<file path="src/rtl/mux_pkg.sv">
// Shared definitions for the N-to-1 registered multiplexer.
//   MODE_MANUAL / MODE_SCAN : encodings of the mode input
//   clog2()                 : ceiling log2, used to size the select/pointer
package mux_pkg;

  localparam logic MODE_MANUAL = 1'b0;
  localparam logic MODE_SCAN   = 1'b1;

  function automatic int clog2(input int n);
    int r;
    r = 0;
    for (int v = n - 1; v > 0; v = v >> 1) begin
      r++;
    end
    return r;
  endfunction

endpackage

</file>
<file path="src/rtl/mux_scan_ctrl.sv">
// Round-robin scan pointer for mux_nx1_reg.
// The pointer stays on a channel for DWELL load slots and then moves to the
// next channel, wrapping from N-1 to 0. It only advances on load slots.
// Any change of mode restarts the scan at channel 0 with a fresh dwell count.
//   clk     : rising-edge clock
//   reset   : synchronous, active-high reset
//   mode    : 0 = manual (pointer parked at 0), 1 = scan
//   load_en : output register takes a new value this cycle
//   ptr     : current scan channel
module mux_scan_ctrl
  import mux_pkg::*;
#(
  parameter int N     = 4,
  parameter int DWELL = 4,
  parameter int SW    = clog2(N)
) (
  input  logic          clk,
  input  logic          reset,
  input  logic          mode,
  input  logic          load_en,
  output logic [SW-1:0] ptr
);

  localparam logic [7:0]    DW_LAST  = 8'(DWELL - 1);
  localparam logic [SW-1:0] PTR_LAST = SW'(N - 1);

  logic [SW-1:0] ptr_q, ptr_d;
  logic [7:0]    dwell_q, dwell_d;
  logic          mode_q;

  always_comb begin
    ptr_d   = ptr_q;
    dwell_d = dwell_q;
    if ((mode != mode_q) || (mode == MODE_MANUAL)) begin
      ptr_d   = '0;
      dwell_d = '0;
    end else if (load_en) begin
      if (dwell_q == DW_LAST) begin
        dwell_d = '0;
        ptr_d   = (ptr_q == PTR_LAST) ? '0 : ptr_q + 1'b1;
      end else begin
        dwell_d = dwell_q + 8'd1;
      end
    end
  end

  // mode_q tracks mode even while in reset, so leaving reset is never seen
  // as a mode edge.
  always_ff @(posedge clk) begin
    mode_q <= mode;
    if (reset) begin
      ptr_q   <= '0;
      dwell_q <= '0;
    end else begin
      ptr_q   <= ptr_d;
      dwell_q <= dwell_d;
    end
  end

  assign ptr = ptr_q;

endmodule

</file>
<file path="src/rtl/mux_nx1_reg.sv">
// N-channel, W-bit multiplexer with a registered output and valid/ready
// handshake toward a single consumer.
//   clk       : rising-edge clock
//   reset     : synchronous, active-high reset
//   mode      : 0 = channel chosen by sel, 1 = round-robin scan
//   sel       : manual channel select (ignored in scan mode)
//   data_in   : channel k at bits [k*W +: W]
//   in_valid  : per-channel valid flags
//   out_data  : registered selected word
//   out_ch    : channel index of out_data
//   out_valid : out_data/out_ch hold an unconsumed word
//   out_ready : consumer takes the word this cycle
module mux_nx1_reg
  import mux_pkg::*;
#(
  parameter int N     = 4,
  parameter int W     = 8,
  parameter int DWELL = 4,
  parameter int SW    = clog2(N)
) (
  input  logic          clk,
  input  logic          reset,
  input  logic          mode,
  input  logic [SW-1:0] sel,
  input  logic [N*W-1:0] data_in,
  input  logic [N-1:0]  in_valid,
  output logic [W-1:0]  out_data,
  output logic [SW-1:0] out_ch,
  output logic          out_valid,
  input  logic          out_ready
);

  logic          load_en;
  logic [SW-1:0] ptr;
  logic [SW-1:0] chan;
  logic          hit;
  logic [W-1:0]  data_sel;

  logic [W-1:0]  data_q, data_d;
  logic [SW-1:0] ch_q, ch_d;
  logic          valid_q, valid_d;

  assign load_en = !valid_q || out_ready;
  assign chan    = (mode == MODE_SCAN) ? ptr : sel;

  mux_scan_ctrl #(
    .N     (N),
    .DWELL (DWELL),
    .SW    (SW)
  ) u_scan (
    .clk     (clk),
    .reset   (reset),
    .mode    (mode),
    .load_en (load_en),
    .ptr     (ptr)
  );

  // Decoding by compare means a select value >= N matches no channel and
  // therefore reads as not valid.
  always_comb begin
    hit      = 1'b0;
    data_sel = '0;
    for (int k = 0; k < N; k++) begin
      if (chan == SW'(k)) begin
        hit      = in_valid[k];
        data_sel = data_in[k*W +: W];
      end
    end
  end

  // Without a capture the accepted word is retired but data/ch keep
  // their stale contents.
  always_comb begin
    data_d  = data_q;
    ch_d    = ch_q;
    valid_d = valid_q;
    if (load_en) begin
      if (hit) begin
        data_d  = data_sel;
        ch_d    = chan;
        valid_d = 1'b1;
      end else begin
        valid_d = 1'b0;
      end
    end
  end

  always_ff @(posedge clk) begin
    if (reset) begin
      data_q  <= '0;
      ch_q    <= '0;
      valid_q <= 1'b0;
    end else begin
      data_q  <= data_d;
      ch_q    <= ch_d;
      valid_q <= valid_d;
    end
  end

  assign out_data  = data_q;
  assign out_ch    = ch_q;
  assign out_valid = valid_q;

endmodule
</file>
<file path="config.mk">
export PLATFORM = sky130hd
export DESIGN_NAME = mux_nx1_reg
export DESIGN_NICKNAME = d
export VERILOG_FILES = /design/src/rtl/mux_pkg.sv /design/src/rtl/mux_scan_ctrl.sv /design/src/rtl/mux_nx1_reg.sv
export SDC_FILE = /design/constraint.sdc
export NUM_CORES = 1
export LEC_CHECK = 0
export ABC_AREA = 0
export CORE_MARGIN = 3
export CORE_UTILIZATION = 25
export CTS_BUF_LIST = sky130_fd_sc_hd__clkbuf_8
export CTS_CLUSTER_SIZE = 28
export DETAILED_ROUTE_END_ITERATION = 8
export SLEW_MARGIN = 20
export SYNTH_ARGS = -nofsm -noshare
export SYNTH_HDL_FRONTEND = slang
export SYNTH_SLANG_ARGS = --single-unit
</file>
<file path="constraint.sdc">
create_clock -name clk -period 3.5 [get_ports clk]
set_clock_uncertainty 0.05 [all_clocks]
set_input_delay 0.7 -clock clk [delete_from_list [all_inputs] [get_ports clk]]
set_output_delay 0.7 -clock clk [all_outputs]
set_load 0.01 [all_outputs]
</file>
; Yosys cells after proc, flatten, opt, wreduce, memory -nomap -nowiden
; Index checks and enable logic that the tools add are counted.
[word_totals]
in_bits = 42
reg_bits = 22
output_inout_bits = 11
elab_cells = 34
[op_classes]
n_mux = 12
bitwise_logic = 1
reduce_logical = 7
eq_ne = 6
addsub = 2
[ops]
columns = cell, n
row1 = 8-bit 2-to-1 mux, 5
row2 = "8-bit by 1-bit adder with 8-bit output, second input constant", 1
row3 = "8-bit by 2-bit equality test with 1-bit output, second input constant", 1
row4 = "2-bit equality test, second input constant", 3
row5 = 1-bit 2-to-1 mux, 5
row6 = 2-bit 2-to-1 mux, 2
row7 = 2-bit AND reduction, 2
row8 = "2-bit by 1-bit adder with 2-bit output, second input constant", 1
row9 = "2-bit by 1-bit equality test with 1-bit output, second input constant", 1
row10 = 2-bit logical NOT, 1
row11 = 1-bit logical OR, 2
row12 = 2-bit OR reduction, 1
row13 = 1-bit logical NOT, 1
row14 = 1-bit != test, 1
row15 = 1-bit NOT, 1

; Longest topological paths before layout
[depth]
word_depth = 7
mapped_depth = 6
depth_no_buf = 4

; Cells and area by module
; A second synthesis with hierarchy kept.
[unflattened]
cells_unflattened = 114
hier_area_um2 = 1196.1
[modules_own_cells]
columns = mod, seq_area_each_um2, area_per_inst_um2, cells_each, n_inst
row1 = mux_nx1_reg, 220.2, 733.2, 65, 1
row2 = mux_scan_ctrl, 220.2, 462.9, 49, 1

; Least setup slack after synthesis
; Ideal clock, no wire load.
[synth_timing]
path_type = input to register
start = input mode
end = register data_q[2] (netlist: out_data[2])
setup_time_ps = 133
arrival_time_ps = 1806
slack_ps = 1512
t_required_ps = 3317
stages = 4
n_path_buf = 0
cell_sequence = mux2i_4 -> mux4_1 -> inv_1 -> o221ai_1
[synth_between]
elab_chain_len = 7
word_cells_on_any_way = 14
classes_between = eq/ne (3) / mux (9) / reduce/logical (2)
[synth_lines]
columns = item, line_no
row1 = "start, declared", mux_nx1_reg.sv:23  ; input logic mode,
row2 = 2-bit 2-to-1 mux *, mux_nx1_reg.sv:44  ; assign chan = (mode == MODE_SCAN) ? ptr : sel;
row3 = 2-bit logical NOT, mux_nx1_reg.sv:64  ; if (chan == SW'(k)) begin
row4 = 1-bit 2-to-1 mux (4 in series), mux_nx1_reg.sv:64
row5 = 2-bit AND reduction (no line), -
row6 = "end signal, assigned", mux_nx1_reg.sv:94  ; data_q <= data_d;
row7 = "end, declared", mux_nx1_reg.sv:39  ; logic [W-1:0] data_q, data_d;
; Mark *: on every way between the ends. The rest lies on a longest branch, timed or not.
; A chain may end at the register's enable or synchronous reset.

; Worst setup path in the final report
[layout_timing]
start = input mode
end = register data_q[0] (netlist: out_data[0])
; The elaborated chain is that of the path after synthesis.

==> results.json <==
{
  "status": "completed",
  "wl_per_cell_um": 12.2,
  "max_slew_margin_pct": 60.7,
  "end_kind": "register",
  "async_flop_share_pct": 0,
  "post_cts_buffers": 0,
  "portBuffers": 52,
  "nets": 229,
  "finalSetupViolCount": 0,
  "clock.fmax_ghz": 0.400,
  "htreeDepth": 1,
  "path_max_fanout": 9,
  "die_h_um": 79.7,
  "grt_pass1_vias": 1185,
  "tightest_slew_ns": 0.578,
  "syn_to_final_growth_pct": 49.5,
  "io_pins": 53,
  "synthDistinctLibCells": 39,
  "path_buf_inv": 2,
  "syn_inst": 130,
  "cp_slowest_cell": "mux4_1",
  "tritoncts": "done",
  "via_per_inst": 4.64,
  "slew_violations": 0,
  "power_density_mw_per_mm2": 323,
  "rows": 26,
  "crit_type": "input port to register",
  "core_area_sq_mm": 0.00517,
  "dieArea_sq_mm": 0.00635,
  "post-route-min-period_ns": 2.50,
  "drv_cap": 0,
  "arrival_ns": 2.60,
  "clockBufferDepth": 2,
  "synth_edf_count": 0,
  "peakVddDrop_uv": 137,
  "cts_root_buf": "clkbuf_8",
  "hold_class": "register to register",
  "fillCellCount": 531,
  "cp.required_ns": 3.60,
  "yosysTopAreaCell": "dfxtp_1",
  "drt-pass1-iter-count": 4,
  "rsz0062_at_grt": "false",
  "cts_resized": 0,
  "die_width_um": 79.7,
  "start_util_pct": 26.2,
  "cts_made_buffers": 3,
  "grt_usage_pct": 10.4,
  "fin_util_pct": 39.2,
  "yosys_register_bits": 22,
  "clkSinkCount": 22,
  "grt_max_degree": 18,
  "totalWireLength_um": 3090,
  "clk_pin_slew_ns": 0.09,
  "syn_area_sq_mm": 0.00136,
  "synthFlopType": "dfxtp_1",
  "clock_latency_ns": 0.26,
  "drc": 0,
  "vias": 1179,
  "critPathLaunchType": "input port",
  "netlist_top_cells_area": "dfxtp_1 (32%), mux4_1 (12%), o221ai_1 (5.2%)",
  "syn_area_per_cell_sq_um": 10.4,
  "ant_nets": 0,
  "grt_overflow": 0,
  "yosysMostFrequentCell": "dfxtp_1",
  "setup_tns_ns": 0,
  "holdWs_ns": 0.483,
  "slowest_delay_ns": 0.62,
  "grt_pass1_wl_um": 5290,
  "drive_above_1_share_pct": 13.6,
  "dp_hpwl_um": 2450,
  "gp_congestion": 0.682,
  "diodes": 0,
  "synth_warnings": 0,
  "synth_top_area_share_pct": 32.4,
  "cts_hold_buf": 0,
  "syn_nets": 174,
  "p_leak_nw": 0.747,
  "path_delay_family": "multiplexers",
  "crit_path_cell_trace": "clkdlybuf4s50_1 -> mux2i_4 -> mux4_1 -> inv_1 -> o221ai_1",
  "synth_common_cells": "dfxtp_1 (22), nor2_1 (12), nand2b_1 (11), inv_1 (8), o221ai_1 (8)",
  "finalHoldViolations": 0,
  "antenna_found_initial": 0,
  "dr.first_iter.drc_count": 55,
  "ys_seq_area_share_pct": 32.4,
  "final.period_utilization_pct": 71.4
}
==> layout by cell type (no fill, tap or decap), types with 2 or more instances in the layout <==
cell type and n:
or2_2 7, nor2b_1 3, nor3b_1 2, nand4_1 6
o221ai_1 8, xor2_1 5, nor2_1 12, a21oi_1 2
nand2b_1 11, nand2_1 5, mux4_1 6, mux4_2 2
mux2_2 2, clkbuf_8 3, inv_1 8, ha_1 2
dfxtp_1 22, xnor2_1 2, buf_4 2, o21ai_1 2
clkdlybuf4s50_1 52
==> path summary, 6_finish.rpt <==
path                                        start  cells after the start  slack (ns)                 to
worst max-delay path                         mode                      5        1.00        out_data[0]
worst min-delay path            u_scan.dwell_q[1]                      2        0.48  u_scan.dwell_q[1]
worst max register to register      u_scan.ptr[0]                      4        1.72        out_data[0]
worst min register to register  u_scan.dwell_q[1]                      2        0.48  u_scan.dwell_q[1]
==> area by class of cell <==
cell class,count,area (sq um),share of cell area (%)
Multi-Input combinational cell,96,865,42.6
Tap cell,70,87.6,4.32
Sequential cell,22,440,21.7
Clock inverter,1,30.0,1.48
Timing Repair Buffer,54,536,26.4
Inverter,8,30.0,1.48
Clock buffer,3,41.3,2.03
==> through the flow <==
stage / instance area, sq um / setup WS, ns / std cells / power [W]
after floorplan: 1360 / 1.51 / 130 / 0.000341
after global placement: 1960 / 0.718 / 250 / 0.000424
after detailed placement: 1960 / 0.685 / 250 / 0.000425
after CTS: 2030 / 0.977 / 254 / 0.000667
after global routing: 2030 / 0.877 / 254 / 0.000688
final: 2030 / 1.00 / 254 / 0.000655
==> cells by family after synthesis <==
| family | Yosys count | synth area share, % |
|---|---|---|
| compound gates | 17 | 12.4 |
| xor+xnor | 7 | 4.52 |
| fa+ha+maj | 2 | 1.84 |
| buf+inv | 12 | 3.87 |
| flops | 22 | 32.4 |
| mux | 13 | 20.0 |
| simple gates | 57 | 25.0 |
==> state kept, by name, indices dropped and copies added (netlist names) <==
signal and count:
out_ch 2, out_data 8, out_valid 1, u_scan.dwell_q 8
u_scan.mode_q 1, u_scan.ptr 2
==> routing by layer <==
| layer | share of wire [%] | GRT usage [%] |
|---|---|---|
| met4 | 0.48 | 1.55 |
| met1 | 44 | 12.2 |
| met2 | 47 | 17.9 |
| met3 | 8.4 | 4.29 |
| met5 | 0 | 0 |
==> power by group <==
group | switching (W) | internal (W) | total (W) | leakage, nW
combinational | 0.0000525 | 0.0000946 | 0.000147 | 0.532
clock | 0.0000849 | 0.000153 | 0.000238 | 0.0357
sequential | 0.00000730 | 0.000263 | 0.000270 | 0.180
total | 0.000145 | 0.000510 | 0.000655 | 0.747
==> tightest hold or removal path, stage by stage (launching register included) <==
cell	delay (ns)
dfxtp_1	0.35
nand2_1	0.08
a21oi_1	0.06
Power figures use the tool's default switching activity.
